===== config.mk =====
export PLATFORM = sky130hd
export DESIGN_NAME = fifo_wr_arbiter_flat
export DESIGN_NICKNAME = d
export VERILOG_FILES = /design/src/rtl/fifo_arb_pkg.sv /design/src/rtl/fifo_wr_arbiter_if.sv /design/src/rtl/fifo_wr_arbiter_rr_pick.sv /design/src/rtl/fifo_wr_arbiter.sv /design/src/flat_wrapper.sv
export SDC_FILE = /design/constraint.sdc
export NUM_CORES = 1
export LEC_CHECK = 0
export ABC_AREA = 1
export BUFFER_PORTS_ARGS = -buffer_cell sky130_fd_sc_hd__buf_2
export CAP_MARGIN = 20
export CORE_MARGIN = 2
export CORE_UTILIZATION = 39
export CTS_CLUSTER_DIAMETER = 60
export DETAILED_ROUTE_END_ITERATION = 8
export HOLD_SLACK_MARGIN = 0.03
export PLACE_DENSITY = 0.65
export SLEW_MARGIN = 25
export SYNTH_ARGS = -nofsm -noshare
export SYNTH_HDL_FRONTEND = slang
export SYNTH_HIERARCHICAL = 1
export SYNTH_SLANG_ARGS = --single-unit
export TNS_END_PERCENT = 20

===== constraint.sdc =====
create_clock -name clk -period 1.8 [get_ports clk]
set_clock_uncertainty 0.1 [all_clocks]
set_input_delay 0.36 -clock clk [delete_from_list [all_inputs] [get_ports clk]]
set_output_delay 0.36 -clock clk [all_outputs]
set_load 0.1 [all_outputs]

===== src/rtl/fifo_arb_pkg.sv =====
// Shared types and defaults for the FIFO write arbiter.
// Holds the FSM state enum, default sizing and beat-counter width.
package fifo_arb_pkg;

  localparam int DEF_NREQ  = 4;
  localparam int DEF_DW    = 4;
  localparam int DEF_BURST = 2;

  // Wide enough for beat counts up to BURST-1 with BURST <= 15.
  localparam int BCW = 4;

  typedef enum logic {
    IDLE = 1'b0,
    OWN  = 1'b1
  } state_e;

  function automatic int idx_w(input int n);
    return (n > 1) ? $clog2(n) : 1;
  endfunction

endpackage


===== src/rtl/fifo_wr_arbiter_if.sv =====
// Requester/FIFO side bundle of the write arbiter.
// master: requesters + FIFO (drive req, req_data, full).
// slave : arbiter (drives gnt, wr, w_data, owner).
interface fifo_wr_arbiter_if
  import fifo_arb_pkg::*;
#(
  parameter int NREQ = DEF_NREQ,
  parameter int DW   = DEF_DW
);

  localparam int OW = idx_w(NREQ);

  logic [NREQ-1:0]    req;
  logic [NREQ*DW-1:0] req_data;
  logic [NREQ-1:0]    gnt;
  logic               full;
  logic               wr;
  logic [DW-1:0]      w_data;
  logic [OW-1:0]      owner;

  modport master (
    output req,
    output req_data,
    output full,
    input  gnt,
    input  wr,
    input  w_data,
    input  owner
  );

  modport slave (
    input  req,
    input  req_data,
    input  full,
    output gnt,
    output wr,
    output w_data,
    output owner
  );

endinterface


===== src/rtl/fifo_wr_arbiter_rr_pick.sv =====
// Wrap-around priority search: first set req bit at or after rr_ptr.
// Ports: req_i, rr_ptr_i in; valid_o (any req), idx_o (winner) out.
module rr_pick #(
  parameter int NREQ = 4,
  parameter int OW   = 2
) (
  input  logic [NREQ-1:0] req_i,
  input  logic [OW-1:0]   rr_ptr_i,
  output logic            valid_o,
  output logic [OW-1:0]   idx_o
);

  // Scan farthest-first so the candidate closest to rr_ptr lands last.
  always_comb begin : p_search
    int j;
    valid_o = 1'b0;
    idx_o   = '0;
    j       = 0;
    for (int k = NREQ - 1; k >= 0; k--) begin
      j = int'(rr_ptr_i) + k;
      if (j >= NREQ) j = j - NREQ;
      if (req_i[j]) begin
        valid_o = 1'b1;
        idx_o   = OW'(j);
      end
    end
  end

endmodule


===== src/rtl/fifo_wr_arbiter.sv =====
// Round-robin arbiter letting NREQ requesters share one sync FIFO write port.
// Ports: clk, reset (async active-low), bus (slave: req/req_data/full in, gnt/wr/w_data/owner out).
module fifo_wr_arbiter
  import fifo_arb_pkg::*;
#(
  parameter int NREQ  = DEF_NREQ,
  parameter int DW    = DEF_DW,
  parameter int BURST = DEF_BURST
) (
  input  logic             clk,
  input  logic             reset,
  fifo_wr_arbiter_if.slave bus
);

  localparam int OW = idx_w(NREQ);

  state_e           state_q, state_d;
  logic [OW-1:0]    owner_q, owner_d;
  logic [OW-1:0]    rr_q, rr_d;
  logic [BCW-1:0]   beat_q, beat_d;

  logic             pick_vld;
  logic [OW-1:0]    pick_idx;
  logic [OW-1:0]    owner_nxt;
  logic [DW-1:0]    data_a [NREQ];
  logic             own_req;
  logic             at_last;
  logic             wr;
  logic [NREQ-1:0]  gnt;

  rr_pick #(
    .NREQ (NREQ),
    .OW   (OW)
  ) u_pick (
    .req_i    (bus.req),
    .rr_ptr_i (rr_q),
    .valid_o  (pick_vld),
    .idx_o    (pick_idx)
  );

  for (genvar i = 0; i < NREQ; i++) begin : g_slice
    assign data_a[i] = bus.req_data[i*DW +: DW];
  end

  assign own_req   = bus.req[owner_q];
  assign at_last   = (beat_q == BCW'(BURST - 1));
  assign owner_nxt = (owner_q == OW'(NREQ - 1)) ? '0
                                                : owner_q + OW'(1);

  // full gates the strobe directly, so a stalled owner never writes.
  assign wr = (state_q == OWN) & own_req & ~bus.full;

  always_comb begin
    gnt = '0;
    if (wr) gnt[owner_q] = 1'b1;
  end

  always_comb begin
    state_d = state_q;
    owner_d = owner_q;
    rr_d    = rr_q;
    beat_d  = beat_q;
    unique case (state_q)
      IDLE: begin
        if (pick_vld) begin
          state_d = OWN;
          owner_d = pick_idx;
          beat_d  = '0;
        end
      end
      OWN: begin
        // Stall cycles (full=1, req held) match no item: hold everything.
        unique case (1'b1)
          !own_req, wr && at_last: begin
            state_d = IDLE;
            rr_d    = owner_nxt;
          end
          wr && !at_last: begin
            beat_d = beat_q + BCW'(1);
          end
          default: ;
        endcase
      end
      default: state_d = IDLE;
    endcase
  end

  always_ff @(posedge clk or negedge reset) begin
    if (!reset) begin
      state_q <= IDLE;
      owner_q <= '0;
      rr_q    <= '0;
      beat_q  <= '0;
    end else begin
      state_q <= state_d;
      owner_q <= owner_d;
      rr_q    <= rr_d;
      beat_q  <= beat_d;
    end
  end

  assign bus.gnt    = gnt;
  assign bus.wr     = wr;
  assign bus.w_data = wr ? data_a[owner_q] : '0;
  assign bus.owner  = owner_q;

endmodule


===== src/flat_wrapper.sv =====
// flat-port wrapper written by rule: the top's interface ports become plain ports
module fifo_wr_arbiter_flat import fifo_arb_pkg::*;
#(
  parameter int NREQ  = DEF_NREQ,
  parameter int DW    = DEF_DW,
  parameter int BURST = DEF_BURST
)
  (clk, reset, bus_req, bus_req_data, bus_full, bus_gnt, bus_wr, bus_w_data, bus_owner);
  fifo_wr_arbiter_if #(.NREQ(NREQ), .DW(DW)) bus_i ();
  input  logic clk;
  input  logic reset;
  input wire logic [$bits(bus_i.req)-1:0] bus_req;
  input wire logic [$bits(bus_i.req_data)-1:0] bus_req_data;
  input wire logic [$bits(bus_i.full)-1:0] bus_full;
  output wire logic [$bits(bus_i.gnt)-1:0] bus_gnt;
  output wire logic [$bits(bus_i.wr)-1:0] bus_wr;
  output wire logic [$bits(bus_i.w_data)-1:0] bus_w_data;
  output wire logic [$bits(bus_i.owner)-1:0] bus_owner;
  assign bus_i.req = bus_req;
  assign bus_i.req_data = bus_req_data;
  assign bus_i.full = bus_full;
  assign bus_gnt = bus_i.gnt;
  assign bus_wr = bus_i.wr;
  assign bus_w_data = bus_i.w_data;
  assign bus_owner = bus_i.owner;
  fifo_wr_arbiter #(.NREQ(NREQ), .DW(DW), .BURST(BURST)) u_core (.clk(clk), .reset(reset), .bus(bus_i));
endmodule

* Yosys cells after proc, flatten, opt, wreduce, memory -nomap -nowiden *
Index checks and enable logic that the tools add are counted.

cells by class
  add/subtract/negate cells = 9
  magnitude comparators = 11
  eq/ne operators = 4
  mux-type cells = 40
  bitwise operators = 5
  reduce and logical (&&, ||, !) cells = 9

operators with widths
  operator                                                     count
  less-than comparator 32 x 4 -> 1 bit, second input constant  4
  2-to-1 mux 32 bit                                            4
  >= comparator 32 x 4 -> 1 bit, second input constant         1
  subtractor 32 x 4 -> 32 bit, second input constant           1
  2-to-1 mux 4 bit                                             6
  2-to-1 mux 1 bit                                             16
  binary-select mux 1 bit (select 2 bit)                       5
  2-to-1 mux 2 bit                                             5
  >= comparator 3 bit, second input constant                   3
  binary-select mux 4 bit (select 2 bit)                       1
  case mux 4 bit (2 select lines)                              1
  subtractor 3 x 3 -> 4 bit, second input constant             2
  adder 2 x 2 -> 3 bit, second input constant                  2
  AND reduction 2 bit                                          3
  adder 4 x 1 -> 4 bit, second input constant                  1
  == test 4 x 1 -> 1 bit, second input constant                1
  subtractor 2 x 3 -> 4 bit, second input constant             1
  adder 2 x 1 -> 3 bit, second input constant                  1
  >= comparator 2 x 3 -> 1 bit, second input constant          1
  logical AND 1 bit                                            3
  less-than comparator 2 x 3 -> 1 bit, second input constant   1
  inverter 2 -> 3 bit                                          1
  adder 2 x 1 -> 2 bit, second input constant                  1
  AND 1 bit                                                    2
  other kinds (9)                                              11

word-level totals
  bits in registers = 9
  input port bits = 23
  output and inout port bits = 11
  logic and storage cells = 82

* Logic depth before layout (Yosys ltp) *
Gate-level depths: netlist of run 1.

  depth in word-level cells = 12
  depth in mapped cells = 11
  mapped depth without buffers = 11

* Hierarchy *
Netlist of run 1, hierarchy kept.

modules (own cells, without submodules)
  module           instances  cells each  area an instance (µm²)  seq. area each (µm²)
  fifo_wr_arbiter  1          106         749.5                   225.2
  rr_pick          1          46          212.7                   0.0

* Worst setup path after synthesis of run 1 *
OpenSTA, ideal clock, no wires.

  path type = register to output
  start = register u_core.owner_q[1], in the netlist u_core/bus.owner[1]
  end = output bus_w_data[0]
  data arrival time = 3.014 ns
  data required time = 1.340 ns
  path slack = -1.674 ns
  stages on the path, launching flop included = 5
  buffers on the path = 0
  cells stage by stage = dfrtp_1 -> inv_2 -> nand3_4 -> nand3_4 -> a21oi_1

between the ends
  word-level cells in the longest chain between the ends = 5
  elaborated cells on any way between the ends = 9
  classes of those cells = 6 x mux; 3 x bitwise

ends and longest elaborated chain
  item                                                                                                     RTL line                                       source
  start, declared                                                                                          fifo_wr_arbiter.sv:18                          logic [OW-1:0] owner_q, owner_d;
  start signal, assigned                                                                                   fifo_wr_arbiter.sv:96                          owner_q <= owner_d;
  binary-select mux 1 bit (select 2 bit) / inverter 2 -> 3 bit (equally long branches)                     fifo_wr_arbiter.sv:45, fifo_wr_arbiter.sv:104
  2-to-1 mux 1 bit (implied by the code) / binary-select mux 4 bit (select 2 bit) (equally long branches)  fifo_wr_arbiter.sv:45, fifo_wr_arbiter.sv:104
  AND 1 bit / 2-to-1 mux 4 bit (equally long branches) (2 in a row)                                        fifo_wr_arbiter.sv:51, fifo_wr_arbiter.sv:104
  2-to-1 mux 4 bit (*)                                                                                     fifo_wr_arbiter.sv:104                         assign bus.w_data = wr ? data_a[owner_q] : '0;
  end, declared                                                                                            flat_wrapper.sv:17                             output wire logic [$bits(bus_i.w_data)-1:0] bus_w_data;

Every way passes the cells marked *; elsewhere a longest branch is shown, timed or not. The select of a mux whose other input is x is not followed.

* Final worst setup path of run 1 *
  start = register u_core.owner_q[0], in the netlist u_core/bus.owner[0]
  end = output bus_w_data[3]

The elaborated chain is that of the path after synthesis.

==> metrics, run 1 <==
Adder-Cell Fraction of Synth Area=0.0780; Setup TNS Final=-1560 ps; Sequential Power Share=0.149; worst hold slack=371 ps; Compound-Gate Fraction of Synth Area=0.111; hpwl dp=1.97 mm; clock net sink count=9; largest family of logic cells by synthesized area=simple AND/OR/NAND/NOR gates; CP Class=flip-flop to primary output; antenna violation net count after detailed routing=0; XOR/XNOR Fraction of Synth Area=0.00910; Via Count=1123; failing checks=setup timing; crit path capture type=primary output; fin. max-slew vios=0; initial antenna violation count=0; Pint=1280 uW; root buf cell=clkbuf_4; final RePlAce weighted congestion=0.908; synth warn=6; final setup vio count=9; Comb pwr share=0.799; dpl ws=-40.0 ps; fillers=181; Die Ht=53.7 microns; syn avg cell area=6.33 sq um; mean routed wirelength per cell=11.8 microns; run status=complete, but fails checks; Total GRT Usage=0.204; Req. time, crit path=1340 ps; Min Clock Period, post-route=2010 ps; WL final=2.68 mm; DRC=0; I/O pins=34; Synth cell types=23; count of final hold-check violations=0; mux cell area share after synthesis=0; max frequency=0.497 GHz; largest net degree at the start of global routing=14; cell area after synthesis=962 sq um; register area share after synthesis=0.234; H-Tree Depth=1; worst skew pair latency=260 ps; TritonCTS Buffers=3; Worst VDD drop=1580 uV; Worst Slack Setup Final=-211 ps; worst hold path class=input pin to asynchronous set/reset pin; Clock Pin Slew Worst Setup and Hold Paths=60 ps; Max-slew headroom=0.791; Pleak=0.000764 uW; setup repair after global routing missed its margin=yes; flops & latches, synth=9; Tcrit/Tclk final=1.12; Crit Reg-Reg Startpoint=u_core/bus.owner[0]; Post-Syn Nets=181; Synth Area in Simple Gates=0.469; CTS Buffer Depth=2; Gate Count Post-Synth=152; n_diodes=0; vias in the first global route=1053; power per cell area=1960 nW/um^2; crit path max fanout=5; Worst Tran Pin Value=311 ps; first-pass GRT wire length=4.31 mm; core box area=2280 sq um; WP data arrival=1550 ps; switching power=1760 uW; DR vias/cell=4.95; net count reported at finish=229; PortBufs=33; share of layout cells above drive strength 1=0.407; floorplan row count=17; die footprint=2880 sq um; total gr overflow=0; Initial DRC Count=22; max cap viols=0; Switching Share=0.578; CTS tree=built; P&R area growth vs syn=61.6%; initial core utilization=0.423; DRT Pass-1 Iters=4; Crit. Startpoint=u_core/bus.owner[0]; Die X=53.7 microns; crit path launch type=flip-flop; Clk network pwr share=0.052; total power=3040 uW
critical path, cell delays in order, from the launching register on:
cell	delay [ps]
dfrtp_4	490
inv_2	90
nand2_2	60
nand3_4	90
nand3_4	170
a21oi_4	190
buf_12	190
worst paths after layout:
kind                                             to  slack [ps]  depth (start not counted)
worst min register to register     u_core/beat_q[3]         440                          2
min in group clk                   u_core/beat_q[3]         440                          2
worst min-delay path               u_core/beat_q[0]         370                          2
worst max-delay path                  bus_w_data[3]        -210                          6
max in group asynchronous       u_core/bus.owner[0]        1030                          2
worst max register to register       u_core/rr_q[0]         130                          9
area by class of cell:
class / instances / area [sq um] / share of cell area
clock buffer: 4 / 26.3 / 0.0169
multi-input combinational: 123 / 762 / 0.490
inverter: 18 / 71.3 / 0.0459
timing repair buffer: 45 / 427 / 0.274
sequential: 9 / 234 / 0.150
tap: 28 / 35.0 / 0.0225
repair_timing:
| item | CTS | global route |
|---|---|---|
| setup endpoints to repair | 9 | 13 |
| resized for setup | 10 | 4 |
| gates cloned | 1 | 0 |
| hold endpoints to repair | 9 | 0 |
| hold buffers | 1 | 0 |
| pin swaps | 4 | 0 |
| setup buffers | 3 | 0 |
registers in the layout, summed over array words and instances (netlist names):
register          count
u_core/beat_q         4
u_core/bus.owner      2
u_core/rr_q           2
u_core/state_q        1
layout by cell type, fill, tap and decap left out:
cell            n
nand2_1        34
nor2_1         25
buf_2          22
nand3_1        14
inv_1          13
buf_12         11
buf_4           9
o21ai_1         9
nand2_2         8
ha_1            6
dfrtp_1         6
nor2_4          5
clkbuf_4        4
nand3_4         4
a21oi_4         4
inv_2           3
a21oi_1         3
nand2_4         2
o21ai_0         2
nand3b_1        2
dfrtp_4         2
clkbuf_1        1
dlygate4sd3_1   1
inv_4           1
nand4_2         1
xnor2_1         1
buf_6           1
dfrtp_2         1
o21ai_2         1
and2_4          1
clkinv_2        1
a21boi_1        1
synth_stat cells, drive strengths merged:
cell / n / area share
nand4: 1 / 0.013
dfrtp: 9 / 0.23
clkinv: 1 / 0.0052
o21ai: 12 / 0.066
and2: 1 / 0.0091
xnor2: 1 / 0.0091
nor2: 30 / 0.12
ha: 6 / 0.078
clkbuf: 1 / 0.0039
buf: 2 / 0.023
a21oi: 7 / 0.036
a21boi: 1 / 0.0078
nand3: 17 / 0.12
inv: 17 / 0.066
nand2: 44 / 0.19
nand3b: 2 / 0.016
routing by layer:
| layer | wire length (microns) | share of wire | GRT usage | vias to the layer above |
|---|---|---|---|---|
| li1 | - | - | - | 580 |
| met1 | 1170 | 0.44 | 0.229 | 502 |
| met2 | 1330 | 0.50 | 0.396 | 39 |
| met3 | 170 | 0.064 | 0.0111 | 2 |
| met4 | 9 | 0.0034 | 0.0769 | 0 |
| met5 | 0 | 0 | 0 | - |
power by group through the flow:
stage / sequential, uW / combinational [uW] / clock [uW]
floorplan: 595 / 1480 / 0
global placement: 442 / 2230 / 0
detailed placement: 452 / 2270 / 0
CTS: 451 / 2400 / 162
global route: 470 / 2630 / 168
finish: 455 / 2430 / 158
cell families (layout without fill, tap and decap cells):
group,after synthesis,after routing
compound gates,20,20
fa+ha+maj,6,6
xor+xnor,1,1
simple gates,95,96
buf+inv,21,67
flops,9,9
stage by stage:
step	cell area, sq um	instances	util
2_1_floorplan	1070	152	-
3_3_place_gp	1460	218	0.643
3_5_place_dp	1460	218	0.643
4_1_cts	1550	227	0.680
5_1_grt	1560	227	0.683
6_report	1560	227	0.683
Note: power is estimated with default switching activity, not from simulation.
==> inputs of run 2 (changes only) <==
--- a/config.mk
+++ b/config.mk
@@ -10,9 +10,11 @@
 export CAP_MARGIN = 20
 export CORE_MARGIN = 2
 export CORE_UTILIZATION = 39
+export CTS_BUF_LIST = sky130_fd_sc_hd__clkbuf_4
 export CTS_CLUSTER_DIAMETER = 60
 export DETAILED_ROUTE_END_ITERATION = 8
 export HOLD_SLACK_MARGIN = 0.03
+export MAX_ROUTING_LAYER = met4
 export PLACE_DENSITY = 0.65
 export SLEW_MARGIN = 25
 export SYNTH_ARGS = -nofsm -noshare
==> run 2 against run 1 <==
Effect of this change:
- the flow still finishes with violations (setup timing)
- register-to-register slack hardly changed
- final cell count stayed put
- sequential power hardly changed
- non-clock buffer count stayed put
- final area is 0.24% higher
- clock power is 8% higher
- combinational power hardly changed
- critical path type unchanged
==> metrics, run 2 (synthesis results as in run 1) <==
first-pass GRT wire length=4.31 mm (unchanged); share of layout cells above drive strength 1=0.412 (was 0.407); die footprint=2880 sq um (unchanged); CTS tree=built (unchanged); crit path buf inv count=2 (unchanged); Tcrit/Tclk final=1.12 (about the same); Die Ht=53.7 microns (unchanged); core box area=2280 sq um (unchanged); max frequency=0.498 GHz (was 0.497 GHz); Req. time, crit path=1340 ps (about the same); reg-to-reg slack, setup=130 ps (about the same); Die X=53.7 microns (unchanged); Total GRT Usage=0.208 (was 0.204); root buf cell=clkbuf_4 (unchanged); crit path cell chain=inv_2 -> nand2_2 -> nand3_4 -> nand3_4 -> a21oi_4 -> buf_12 (unchanged); most frequent cells in the layout=34 x nand2_1, 25 x nor2_1, 22 x buf_2, 14 x nand3_1, 13 x inv_1 (unchanged); Initial DRC Count=22 (unchanged); count of final hold-check violations=0 (unchanged); Clock Pin Slew Worst Setup and Hold Paths=60 ps (about the same); PortBufs=33 (unchanged); worst r2r path cells=9 (unchanged); final setup vio count=9 (unchanged); WP data arrival=1550 ps (about the same); most common cell after layout, fill and taps aside=nand2_1 (unchanged); Setup TNS Final=-1530 ps (was -1560 ps); I/O pins=34 (unchanged); final RePlAce weighted congestion=0.924 (was 0.908); CTS Buffer Depth=2 (unchanged); fillers=182 (was 181); Largest register FFs=4 (unchanged); TritonCTS Buffers=3 (unchanged); floorplan row count=17 (unchanged); DRT Pass-1 Iters=4 (unchanged); crit path launch type=flip-flop (unchanged); DR vias/cell=4.93 (was 4.95); total gr overflow=0 (unchanged); design area=1560 sq um (about the same); power per cell area=1960 nW/um^2 (about the same); mean routed wirelength per cell=11.7 microns (was 11.8 microns); Crit path top cell by count=nand3_4 (unchanged); CP max stage delay=490 ps (about the same); Worst Tran Pin Value=311 ps (unchanged); R2R Path End=u_core/rr_q[0] (unchanged); vias in the first global route=1058 (was 1053); Worst Slack Setup Final=-207 ps (was -211 ps); Max-slew headroom=0.791 (unchanged); initial antenna violation count=0 (unchanged); Worst VDD drop=1580 uV (about the same); fin. max-slew vios=0 (unchanged); DRC=0 (unchanged); WL final=2.66 mm (was 2.68 mm); Crit Reg-Reg Startpoint=u_core/bus.owner[0] (unchanged); Pleak=0.000768 uW (was 0.000764 uW); net count reported at finish=229 (unchanged); Min Clock Period, post-route=2010 ps (about the same); cell family with most CP delay=flip-flops (unchanged); area post-placement=1460 sq um (unchanged); clock net sink count=9 (unchanged); Via Count=1120 (was 1123); CP max stage cell=dfrtp_4 (unchanged); setup repair after global routing missed its margin=yes (unchanged); worst hold path class=input pin to asynchronous set/reset pin (unchanged); total power=3050 uW (was 3040 uW); max cap viols=0 (unchanged); run status=complete, but fails checks (unchanged); largest net degree at the start of global routing=14 (unchanged); initial core utilization=0.423 (unchanged); area occupied by multi-input gates=762 sq um (unchanged); failing checks=setup timing (unchanged); hpwl dp=1.97 mm (unchanged); P&R area growth vs syn=62.0% (was 61.6%); H-Tree Depth=1 (unchanged); CP Class=flip-flop to primary output (unchanged); crit path capture type=primary output (unchanged); worst hold slack=375 ps (was 371 ps); worst skew pair latency=260 ps (about the same); antenna violation net count after detailed routing=0 (unchanged); crit path max fanout=5 (unchanged); register with the most flip-flops=u_core/beat_q (unchanged); n_diodes=0 (unchanged); Register Area=234 sq um (unchanged)
run 2: cell counts in the layout (fill, tap and decap cells not counted):
No cell type changed its count.
run 2: through the flow:
| stage | utilization | cells | setup slack (ps) |
|---|---|---|---|
| after global placement | 0.643 | 218 | -2.53 |
| after detailed placement | 0.643 | 218 | -40.0 |
| after floorplan | - | 152 | -424 |
| final | 0.685 | 227 | -207 |
| after CTS | 0.682 | 227 | -213 |
| after global routing | 0.685 | 227 | -275 |
run 2: how the worst max path moves through the flow:
stage                         from             to  slack [ps]  cells past startpoint
3_5_place_dp   u_core/bus.owner[0]  bus_w_data[3]         -40                      6
4_1_cts        u_core/bus.owner[0]  bus_w_data[1]        -210                      5
3_3_place_gp   u_core/bus.owner[0]  bus_w_data[1]          -3                      6
2_1_floorplan  u_core/bus.owner[0]  bus_w_data[0]        -420                      5
5_1_grt        u_core/bus.owner[0]  bus_w_data[3]        -280                      6
6_report       u_core/bus.owner[0]  bus_w_data[3]        -210                      6
run 2: timing repair:
action,CTS,global route
hold buffers,1,0
setup buffers,3,0
endpoints found under the setup margin,9,13
hold endpoints to repair,9,0
gates resized for setup,10,4
gates cloned,1,0
pin swaps,4,0
run 2: metal layers:
layer	routed length (microns)	vias up	global-route usage
li1	-	579	-
met1	1170	499	0.229
met2	1320	40	0.396
met3	163	2	0.0111
met4	9	0	0.0641
met5	0	-	-
run 2: worst reg2reg max path: cells and delay by family, from the launching register on:
| kind | cells | cell delay [ps] |
|---|---|---|
| AOI/OAI and AO/OA | 1 | 60 |
| buffers and inverters | 3 | 440 |
| DFF | 1 | 490 |
| and+or+nand+nor | 5 | 450 |
run 2: layout make-up:
cell class / count / area share
multi-input combinational: 123 / 0.489
inverter: 18 / 0.0457
tap: 28 / 0.0225
sequential: 9 / 0.150
clock buffer: 4 / 0.0193
timing repair buffer: 45 / 0.274
run 2: report_power, final:
group | switching, uW | total, uW | internal [uW]
clock network | 70.6 | 171 | 101
logic | 1540 | 2430 | 887
registers | 144 | 455 | 311
==> inputs of run 3 (changes only) <==
--- a/config.mk
+++ b/config.mk
@@ -16,6 +16,8 @@
 export HOLD_SLACK_MARGIN = 0.03
 export MAX_ROUTING_LAYER = met4
 export PLACE_DENSITY = 0.65
+export RECOVER_POWER = 50
+export SKIP_CTS_REPAIR_TIMING = 1
 export SLEW_MARGIN = 25
 export SYNTH_ARGS = -nofsm -noshare
 export SYNTH_HDL_FRONTEND = slang
==> run 3 against run 2 <==
Effect of this change:
- the run still ends with setup timing left
- sequential cell count did not move
- sequential share of layout area barely moved
- fmax fell by 0.57%
- largest power group unchanged
- highest routed layer unchanged
==> metrics, run 3 (synthesis results as in run 1) <==
Max-slew headroom=0.676 (was 0.791); Min Clock Period, post-route=2020 ps (was 2010 ps); WP data arrival=1560 ps (was 1550 ps); CP max stage delay=520 ps (was 490 ps); crit path launch type=flip-flop (unchanged); CTS tree=built (unchanged); Die X=53.7 microns (unchanged); register with the most flip-flops=u_core/beat_q (unchanged); DRT Pass-1 Iters=4 (unchanged); Req. time, crit path=1340 ps (about the same); vias in the first global route=1009 (was 1058); power per cell area=1960 nW/um^2 (about the same); H-Tree Depth=1 (unchanged); crit path buf inv count=2 (unchanged); WL final=2.62 mm (was 2.66 mm); Via Count=1105 (was 1120); Crit. path cell count=5 (was 6); Tcrit/Tclk final=1.12 (about the same); initial core utilization=0.423 (unchanged); worst hold path class=flip-flop to flip-flop (was input pin to asynchronous set/reset pin); antenna violation net count after detailed routing=0 (unchanged); I/O pins=34 (unchanged); fillers=180 (was 182); mean routed wirelength per cell=11.6 microns (was 11.7 microns); crit path cell chain=buf_4 -> nor2_1 -> o21ai_0 -> a21oi_4 -> buf_12 (was inv_2 -> nand2_2 -> nand3_4 -> nand3_4 -> a21oi_4 -> buf_12); final RePlAce weighted congestion=0.924 (unchanged); max cap viols=0 (unchanged); final setup vio count=9 (unchanged); Pleak=0.000761 uW (was 0.000768 uW); run status=complete, but fails checks (unchanged); crit path capture type=primary output (unchanged); area occupied by multi-input gates=762 sq um (unchanged); setup repair after global routing missed its margin=yes (unchanged); dpl ws=-40.0 ps (unchanged); crit path max fanout=5 (unchanged); Clock Pin Slew Worst Setup and Hold Paths=60 ps (about the same); root buf cell=clkbuf_4 (unchanged); first-pass GRT wire length=4.11 mm (was 4.31 mm); die footprint=2880 sq um (unchanged); P&R area growth vs syn=61.5% (was 62.0%); DRC=0 (unchanged); most common cell after layout, fill and taps aside=nand2_1 (unchanged); floorplan row count=17 (unchanged); largest net degree at the start of global routing=14 (unchanged); cell family with most CP delay=flip-flops (unchanged); clock net sink count=9 (unchanged); CP Class=flip-flop to primary output (unchanged); share of layout cells above drive strength 1=0.404 (was 0.412); PortBufs=33 (unchanged); max frequency=0.495 GHz (was 0.498 GHz); worst skew pair latency=250 ps (was 260 ps); Register Area=234 sq um (unchanged); Hold Path Depth=2; Worst VDD drop=1550 uV (was 1580 uV); fin. max-slew vios=0 (unchanged); DR vias/cell=4.89 (was 4.93); count of final hold-check violations=0 (unchanged); total gr overflow=0 (unchanged); n_diodes=0 (unchanged); CP max stage cell=dfrtp_4 (unchanged); net count reported at finish=228 (was 229); Worst Slack Setup Final=-219 ps (was -207 ps); failing checks=setup timing (unchanged); TritonCTS Buffers=3 (unchanged); total power=3040 uW (was 3050 uW); Die Ht=53.7 microns (unchanged); Initial DRC Count=28 (was 22); core box area=2280 sq um (unchanged); Worst Tran Pin Value=486 ps (was 311 ps); Total GRT Usage=0.197 (was 0.208); initial antenna violation count=0 (unchanged); hpwl dp=1.97 mm (unchanged); worst r2r path cells=9 (unchanged); most frequent cells in the layout=34 x nand2_1, 25 x nor2_1, 22 x buf_2, 14 x nand3_1, 13 x inv_1 (unchanged); CTS Buffer Depth=2 (unchanged); Largest register FFs=4 (unchanged)
run 3: cell type report:
class / instances / area share
Sequential cell: 9 / 0.151
Clock buffer: 4 / 0.0193
Multi-Input combinational cell: 123 / 0.490
Inverter: 18 / 0.0475
Timing Repair Buffer: 44 / 0.270
Tap cell: 28 / 0.0225
run 3: power by group:
| part | internal, uW | leakage (uW) | switching (uW) |
|---|---|---|---|
| clock network | 100 | 0.0000184 | 69.6 |
| logic | 878 | 0.000632 | 1530 |
| registers | 311 | 0.000111 | 148 |
run 3: worst min-delay path: cells and delay by family (launching register included):
kind | cells | cell delay (ps)
flops | 1 | 370
simple gates | 2 | 140
run 3: stage by stage:
stage / cells / utilization / instance area [sq um] / hold WS [ps] / setup TNS [ps]
6_report: 226 / 0.683 / 1550 / 444 / -1540
5_1_grt: 226 / 0.683 / 1550 / 504 / -2040
4_1_cts: 222 / 0.656 / 1490 / -155 / -2530
3_5_place_dp: 218 / 0.643 / 1460 / 123 / -117
3_3_place_gp: 218 / 0.643 / 1460 / 119 / -7.23
2_1_floorplan: 152 / - / 1070 / -35.6 / -3670
run 3: routing by layer:
layer  global-route usage  vias to the layer above  share of wire
li1                     -                      576              -
met1                0.224                      489           0.44
met2                0.364                       38           0.49
met3               0.0111                        2          0.065
met4               0.0641                        0         0.0034
met5                    -                        -              0
run 3: final timing paths:
| check | startpoint | to | slack [ps] |
|---|---|---|---|
| setup / recovery | u_core/bus.owner[1] | bus_w_data[0] | -220 |
| hold / removal | u_core/beat_q[3] | u_core/beat_q[3] | 440 |
| hold reg to reg | u_core/beat_q[3] | u_core/beat_q[3] | 440 |
| min in group asynchronous | reset | u_core/beat_q[0] | 470 |
| setup reg to reg | u_core/bus.owner[0] | u_core/rr_q[0] | 130 |
| max in group asynchronous | reset | u_core/bus.owner[0] | 770 |
